===== src/rtl/tilemap_ram_arbiter.sv =====
// -----------------------------------------------------------------------------
// tilemap_ram_arbiter
//
// Shares the single-port tilemap index RAM (1-cycle registered read latency)
// between three requesters and issues at most one access per cycle.
// The RAM port is registered. Read data is routed back to the requester that
// issued the read by a 2-stage owner tag pipeline.
//
// Priority: video > control engine > CPU. The exception is a CPU that has
// lost STARVE_LIMIT consecutive cycles to the control engine; it is then
// granted ahead of the control engine.
//
// Ports
//   clk, reset                 clock, asynchronous active-high reset
//   vid_req/vid_addr           video read request (never stalled, no grant)
//   vid_rvalid                 video read data valid
//   ctl_req/we/addr/wdata      control engine request, held until ctl_gnt
//   ctl_gnt, ctl_rvalid        control grant (combinational), read valid
//   cpu_req/we/addr/wdata      CPU request, held until cpu_gnt
//   cpu_gnt, cpu_rvalid        CPU grant (combinational), read valid
//   rdata                      shared read data, qualified by *_rvalid
//   ram_addr/ram_we/ram_wdata  registered RAM access port
//   ram_rdata                  RAM read data, one cycle after the address
// -----------------------------------------------------------------------------
module tilemap_ram_arbiter #(
    parameter int ADDR_WIDTH   = 10,
    parameter int DATA_WIDTH   = 8,
    parameter int STARVE_LIMIT = 4
) (
    input  logic                  clk,
    input  logic                  reset,
    input  logic                  vid_req,
    input  logic [ADDR_WIDTH-1:0] vid_addr,
    output logic                  vid_rvalid,
    input  logic                  ctl_req,
    input  logic                  ctl_we,
    input  logic [ADDR_WIDTH-1:0] ctl_addr,
    input  logic [DATA_WIDTH-1:0] ctl_wdata,
    output logic                  ctl_gnt,
    output logic                  ctl_rvalid,
    input  logic                  cpu_req,
    input  logic                  cpu_we,
    input  logic [ADDR_WIDTH-1:0] cpu_addr,
    input  logic [DATA_WIDTH-1:0] cpu_wdata,
    output logic                  cpu_gnt,
    output logic                  cpu_rvalid,
    output logic [DATA_WIDTH-1:0] rdata,
    output logic [ADDR_WIDTH-1:0] ram_addr,
    output logic                  ram_we,
    output logic [DATA_WIDTH-1:0] ram_wdata,
    input  logic [DATA_WIDTH-1:0] ram_rdata
);

    typedef enum logic [1:0] {
        OWN_NONE = 2'd0,
        OWN_VID  = 2'd1,
        OWN_CTL  = 2'd2,
        OWN_CPU  = 2'd3
    } owner_e;

    localparam logic [3:0] LIMIT = 4'(STARVE_LIMIT);

    logic [3:0]            starve_cnt_q, starve_cnt_d;
    owner_e                tag1_q, tag1_d;   // owner of the access on the RAM port
    owner_e                tag2_q;           // owner of the data on ram_rdata
    logic [ADDR_WIDTH-1:0] ram_addr_q, ram_addr_d;
    logic                  ram_we_q, ram_we_d;
    logic [DATA_WIDTH-1:0] ram_wdata_q, ram_wdata_d;

    logic cpu_forced;
    logic ctl_win;
    logic cpu_win;

    // NOTE: every signal written here is assigned a default at the top, so
    // no path leaves it unassigned and no latch is inferred.
    always_comb begin
        cpu_forced = cpu_req && (starve_cnt_q == LIMIT);
        ctl_win    = !vid_req && ctl_req && !cpu_forced;
        cpu_win    = !vid_req && cpu_req && !ctl_win;

        ram_addr_d  = ram_addr_q;
        ram_we_d    = 1'b0;
        ram_wdata_d = ram_wdata_q;
        tag1_d      = OWN_NONE;

        if (vid_req) begin
            ram_addr_d = vid_addr;
            tag1_d     = OWN_VID;
        end else if (ctl_win) begin
            ram_addr_d  = ctl_addr;
            ram_we_d    = ctl_we;
            ram_wdata_d = ctl_wdata;
            tag1_d      = ctl_we ? OWN_NONE : OWN_CTL;
        end else if (cpu_win) begin
            ram_addr_d  = cpu_addr;
            ram_we_d    = cpu_we;
            ram_wdata_d = cpu_wdata;
            tag1_d      = cpu_we ? OWN_NONE : OWN_CPU;
        end

        // Counts only cycles the CPU loses to the control engine; a video
        // slot leaves it untouched so forced priority survives into the
        // next non-video cycle.
        starve_cnt_d = starve_cnt_q;
        if (!cpu_req || cpu_win) begin
            starve_cnt_d = 4'd0;
        end else if (ctl_win && (starve_cnt_q < LIMIT)) begin
            starve_cnt_d = starve_cnt_q + 4'd1;
        end
    end

    // NOTE: sequential state uses non-blocking assignments so every register
    // samples the pre-edge values regardless of statement order.
    always_ff @(posedge clk or posedge reset) begin
        if (reset) begin
            starve_cnt_q <= 4'd0;
            tag1_q       <= OWN_NONE;
            tag2_q       <= OWN_NONE;
            ram_addr_q   <= '0;
            ram_we_q     <= 1'b0;
            ram_wdata_q  <= '0;
        end else begin
            starve_cnt_q <= starve_cnt_d;
            tag1_q       <= tag1_d;
            tag2_q       <= tag1_q;
            ram_addr_q   <= ram_addr_d;
            ram_we_q     <= ram_we_d;
            ram_wdata_q  <= ram_wdata_d;
        end
    end

    // Grants are suppressed during reset so no requester retires a transfer
    // that the cleared port registers would never issue.
    assign ctl_gnt    = ctl_win && !reset;
    assign cpu_gnt    = cpu_win && !reset;

    assign ram_addr   = ram_addr_q;
    assign ram_we     = ram_we_q;
    assign ram_wdata  = ram_wdata_q;

    assign rdata      = ram_rdata;
    assign vid_rvalid = (tag2_q == OWN_VID);
    assign ctl_rvalid = (tag2_q == OWN_CTL);
    assign cpu_rvalid = (tag2_q == OWN_CPU);

endmodule


===== config.mk =====
export PLATFORM = sky130hd
export DESIGN_NAME = tilemap_ram_arbiter
export DESIGN_NICKNAME = d
export VERILOG_FILES = /design/src/rtl/tilemap_ram_arbiter.sv
export SDC_FILE = /design/constraint.sdc
export NUM_CORES = 1
export LEC_CHECK = 0
export ABC_AREA = 1
export BUFFER_PORTS_ARGS = -buffer_cell sky130_fd_sc_hd__buf_2
export CORE_MARGIN = 2
export CORE_UTILIZATION = 47
export DETAILED_ROUTE_END_ITERATION = 16
export PLACE_DENSITY = 0.86
export SLEW_MARGIN = 20
export SYNTH_ARGS = -nofsm -noshare
export SYNTH_HDL_FRONTEND = slang
export SYNTH_SLANG_ARGS = --single-unit

===== constraint.sdc =====
create_clock -name clk -period 2.9 [get_ports clk]
set_input_delay 0.58 -clock clk [delete_from_list [all_inputs] [get_ports clk]]
set_output_delay 0.58 -clock clk [all_outputs]
set_load 0.01 [all_outputs]

==> reports/metrics.yaml <==
run_status:
  status: "completed"
synthesis:
  yosys.area_share.simple_pct: 31.4
  synth_cell_types: 22
  synthCells: 221
  synth_fp_nets: 284
  syn_area_um2: 1570
  synth.avg_cell_area_um2: 7.08
  synth_compound_area_share_pct: 8.15
  synth_top_family_by_area: "simple AND/OR/NAND/NOR gates"
  yosys_warnings: 0
  synthAdderAreaFrac_pct: 1.60
  synth_top_cells_by_area: "dfrtp_1 (43%), nand2_1 (16%), nand3_1 (9.9%)"
  synth-xor-area-share_pct: 0
  synth-seq-area-share_pct: 43.2
  synth_mux_area_share_pct: 0
  synth_top_area_cell: "dfrtp_1"
  synth-seq-cells: 27
  yosys.area.top_type_share_pct: 43.2
route:
  wl_mm: 3.49
  drt_iter0_drc: 85
  viasPerCell: 4.72
  ant_nets: 0
  wl_per_cell_um: 10.5
  vias: 1561
  dr.pass1.iters: 5
  drc_errors: 0
hold_path:
  hold_path_class: "input pin to async pin"
critical_path:
  rrSetupSlack_ns: 0.91
  crit_fanout: 11
  required_ns: 2.32
  arrival_ns: 1.92
  end_kind: "output port"
  crit_chain: "inv_1 > ha_1 > nand2_1 > inv_1 > nand2_1 > nand2_2 > nand3_2 > nor2_1 > buf_2"
  slowest_stage: "dfrtp_1"
  critPathLaunchType: "flip-flop"
  critPathKind: "flip-flop to output port"
  max_stage_delay_ns: 0.42
die:
  die-area_um2: 3810
  die_w_um: 61.7
  fp-row-count: 20
  core-area_um2: 3100
  initial_core_util_pct: 50.4
  dieHeight_um: 61.7
  io_pins: 93
cells_and_area:
  synthToLayoutAreaGrowth_pct: 23.7
  fin_nets: 351
  post_layout_nonfiller_instances: 331
  drive_gt1_share_pct: 30.0
  multiInputGateArea_um2: 644
  diodes: 0
  final_util_pct: 62.4
  regArea_um2: 676
  num-fill-cells: 316
timing:
  slew_violations: 0
  hold-worst-slack_ns: 0.312
  rsz0062_at_grt: "false"
  tns_ns: 0
  fin_crit_ns: 2.50
  max_slew_margin_pct: 59.5
  hold_violations: 0
  finalClockSkew_ns: 0.00818
  fin_crit_sh_pct: 86.3
  fmax_ghz: 0.399
  setup_viol: 0
  worstMarginPinSlew_ns: 0.607
placed_design:
  place_congestion: 0.821
  portBuffers: 76
  dp_hpwl_mm: 2.73
  dp_cells: 327
global_route:
  grt.overflow.total: 0
  track_usage_pct: 18.7
  antenna_found_initial: 0
  grt_first_pass_wirelength_mm: 5.25
  grt_max_degree: 26
  grt_pass1_vias: 1304
run:
  drv_cap: 0
power_and_ir_drop:
  p_per_area_nw_per_um2: 410
  p_leak_nw: 1.15
  vdd_drop_max_v: 0.000263
cts:
  cts_num_sinks: 27
  root_buffer: "clkbuf_4"
  cts_buffers: 3
  clkLatencyLatePin_ns: 0.33
  cts_resized: 0
  post_cts.repair.setup_buffers: 0
  ctsHoldBuffers: 0
  clk_path_buf_depth: 2
  htreeDepth: 1
  cts_tree: "done"
  cts.clk_slew.worst_paths_ns: 0.14
## registers in the layout, summed over array words and instances, names as in the netlist
register      cells
ram_addr         10
ram_wdata         8
ram_we            1
starve_cnt_q      4
tag1_q            2
tag2_q            2
## cells by family after synthesis
kind of cell    count (synthesis)
flops                          27
buf+inv                        52
fa+ha+maj                       2
compound gates                 25
simple gates                  115
## routing by layer
layer	vias to the layer above	track usage, %	part of all wire (%)
met5	-	0	0
met4	0	6.38	1.6
met3	6	3.31	8.4
met2	65	33.5	48
met1	677	22.7	42
li1	813	-	-
## critical path: cells and delay by family, from the launching register on
| family | cells | cell delay (ns) |
|---|---|---|
| and+or+nand+nor | 5 | 0.76 |
| DFF | 1 | 0.42 |
| buffers and inverters | 3 | 0.26 |
| adders and majority gates | 1 | 0.14 |
## cell usage after synthesis
master / count
a21oi_1: 2
a31oi_1: 1
buf_1: 1
buf_2: 4
buf_4: 10
buf_6: 1
clkbuf_1: 1
clkinv_1: 1
dfrtp_1: 27
ha_1: 2
inv_1: 33
inv_2: 1
nand2_1: 65
nand2_2: 1
nand3_1: 31
nand3_2: 1
nand4_1: 2
nor2_1: 14
nor2_4: 1
o21ai_0: 12
o21ai_1: 9
o22ai_1: 1
## where the power goes
group	total (W)	switching, W	internal [W]	leakage (nW)
Combinational	0.000197	0.000111	0.0000860	0.801
Sequential	0.000432	0.0000193	0.000413	0.329
Clock	0.000164	0.000110	0.0000541	0.0150
## through the flow
stage | worst slack [ns] | instance area [um^2] | total power, W
6_report | 0.396 | 1940 | 0.000793
5_1_grt | 0.181 | 1940 | 0.000840
4_1_cts | 0.392 | 1940 | 0.000801
3_5_place_dp | 0.648 | 1910 | 0.000638
3_3_place_gp | 0.673 | 1910 | 0.000635
2_1_floorplan | 1.12 | 1570 | 0.000560
## layout make-up
| type | instances | area share, % |
|---|---|---|
| flip-flops and latches | 27 | 34.9 |
| inverters | 35 | 6.79 |
| clock buffers | 4 | 1.36 |
| repair buffers | 79 | 20.8 |
| well taps | 44 | 2.84 |
| multi-input cells | 142 | 33.3 |
## cells in the final DEF, fill, tap and decap left out
master    Yosys  routed
nand3_1      31      31
a31oi_1       1       1
o22ai_1       1       1
o21ai_0      12      12
buf_2         4      76
clkinv_1      1       1
o21ai_1       9       9
clkbuf_4      0       3
nand2_2       1       1
ha_1          2       2
dfrtp_1      27      27
nor2_4        1       1
inv_2         1       1
inv_1        33      33
clkbuf_1      1       1
nand2_1      65      65
nor2_1       14      14
nand3_2       1       1
a21oi_1       2       2
nand4_1       2       2
buf_4        10       3
## worst paths after layout
check,startpoint,cells after the start,to
setup / recovery,starve_cnt_q[0]$_DFFE_PP0P_,9,cpu_gnt
hold / removal,reset,2,ram_wdata[0]$_DFFE_PP0P_
setup reg to reg,starve_cnt_q[0]$_DFFE_PP0P_,10,ram_wdata[6]$_DFFE_PP0P_
hold reg to reg,tag1_q[0]$_DFF_PP0_,0,tag2_q[0]$_DFF_PP0_
max in group asynchronous,reset,3,starve_cnt_q[0]$_DFFE_PP0P_
min in group clk,tag1_q[0]$_DFF_PP0_,0,tag2_q[0]$_DFF_PP0_
Note: power is estimated with default switching activity, not from simulation.
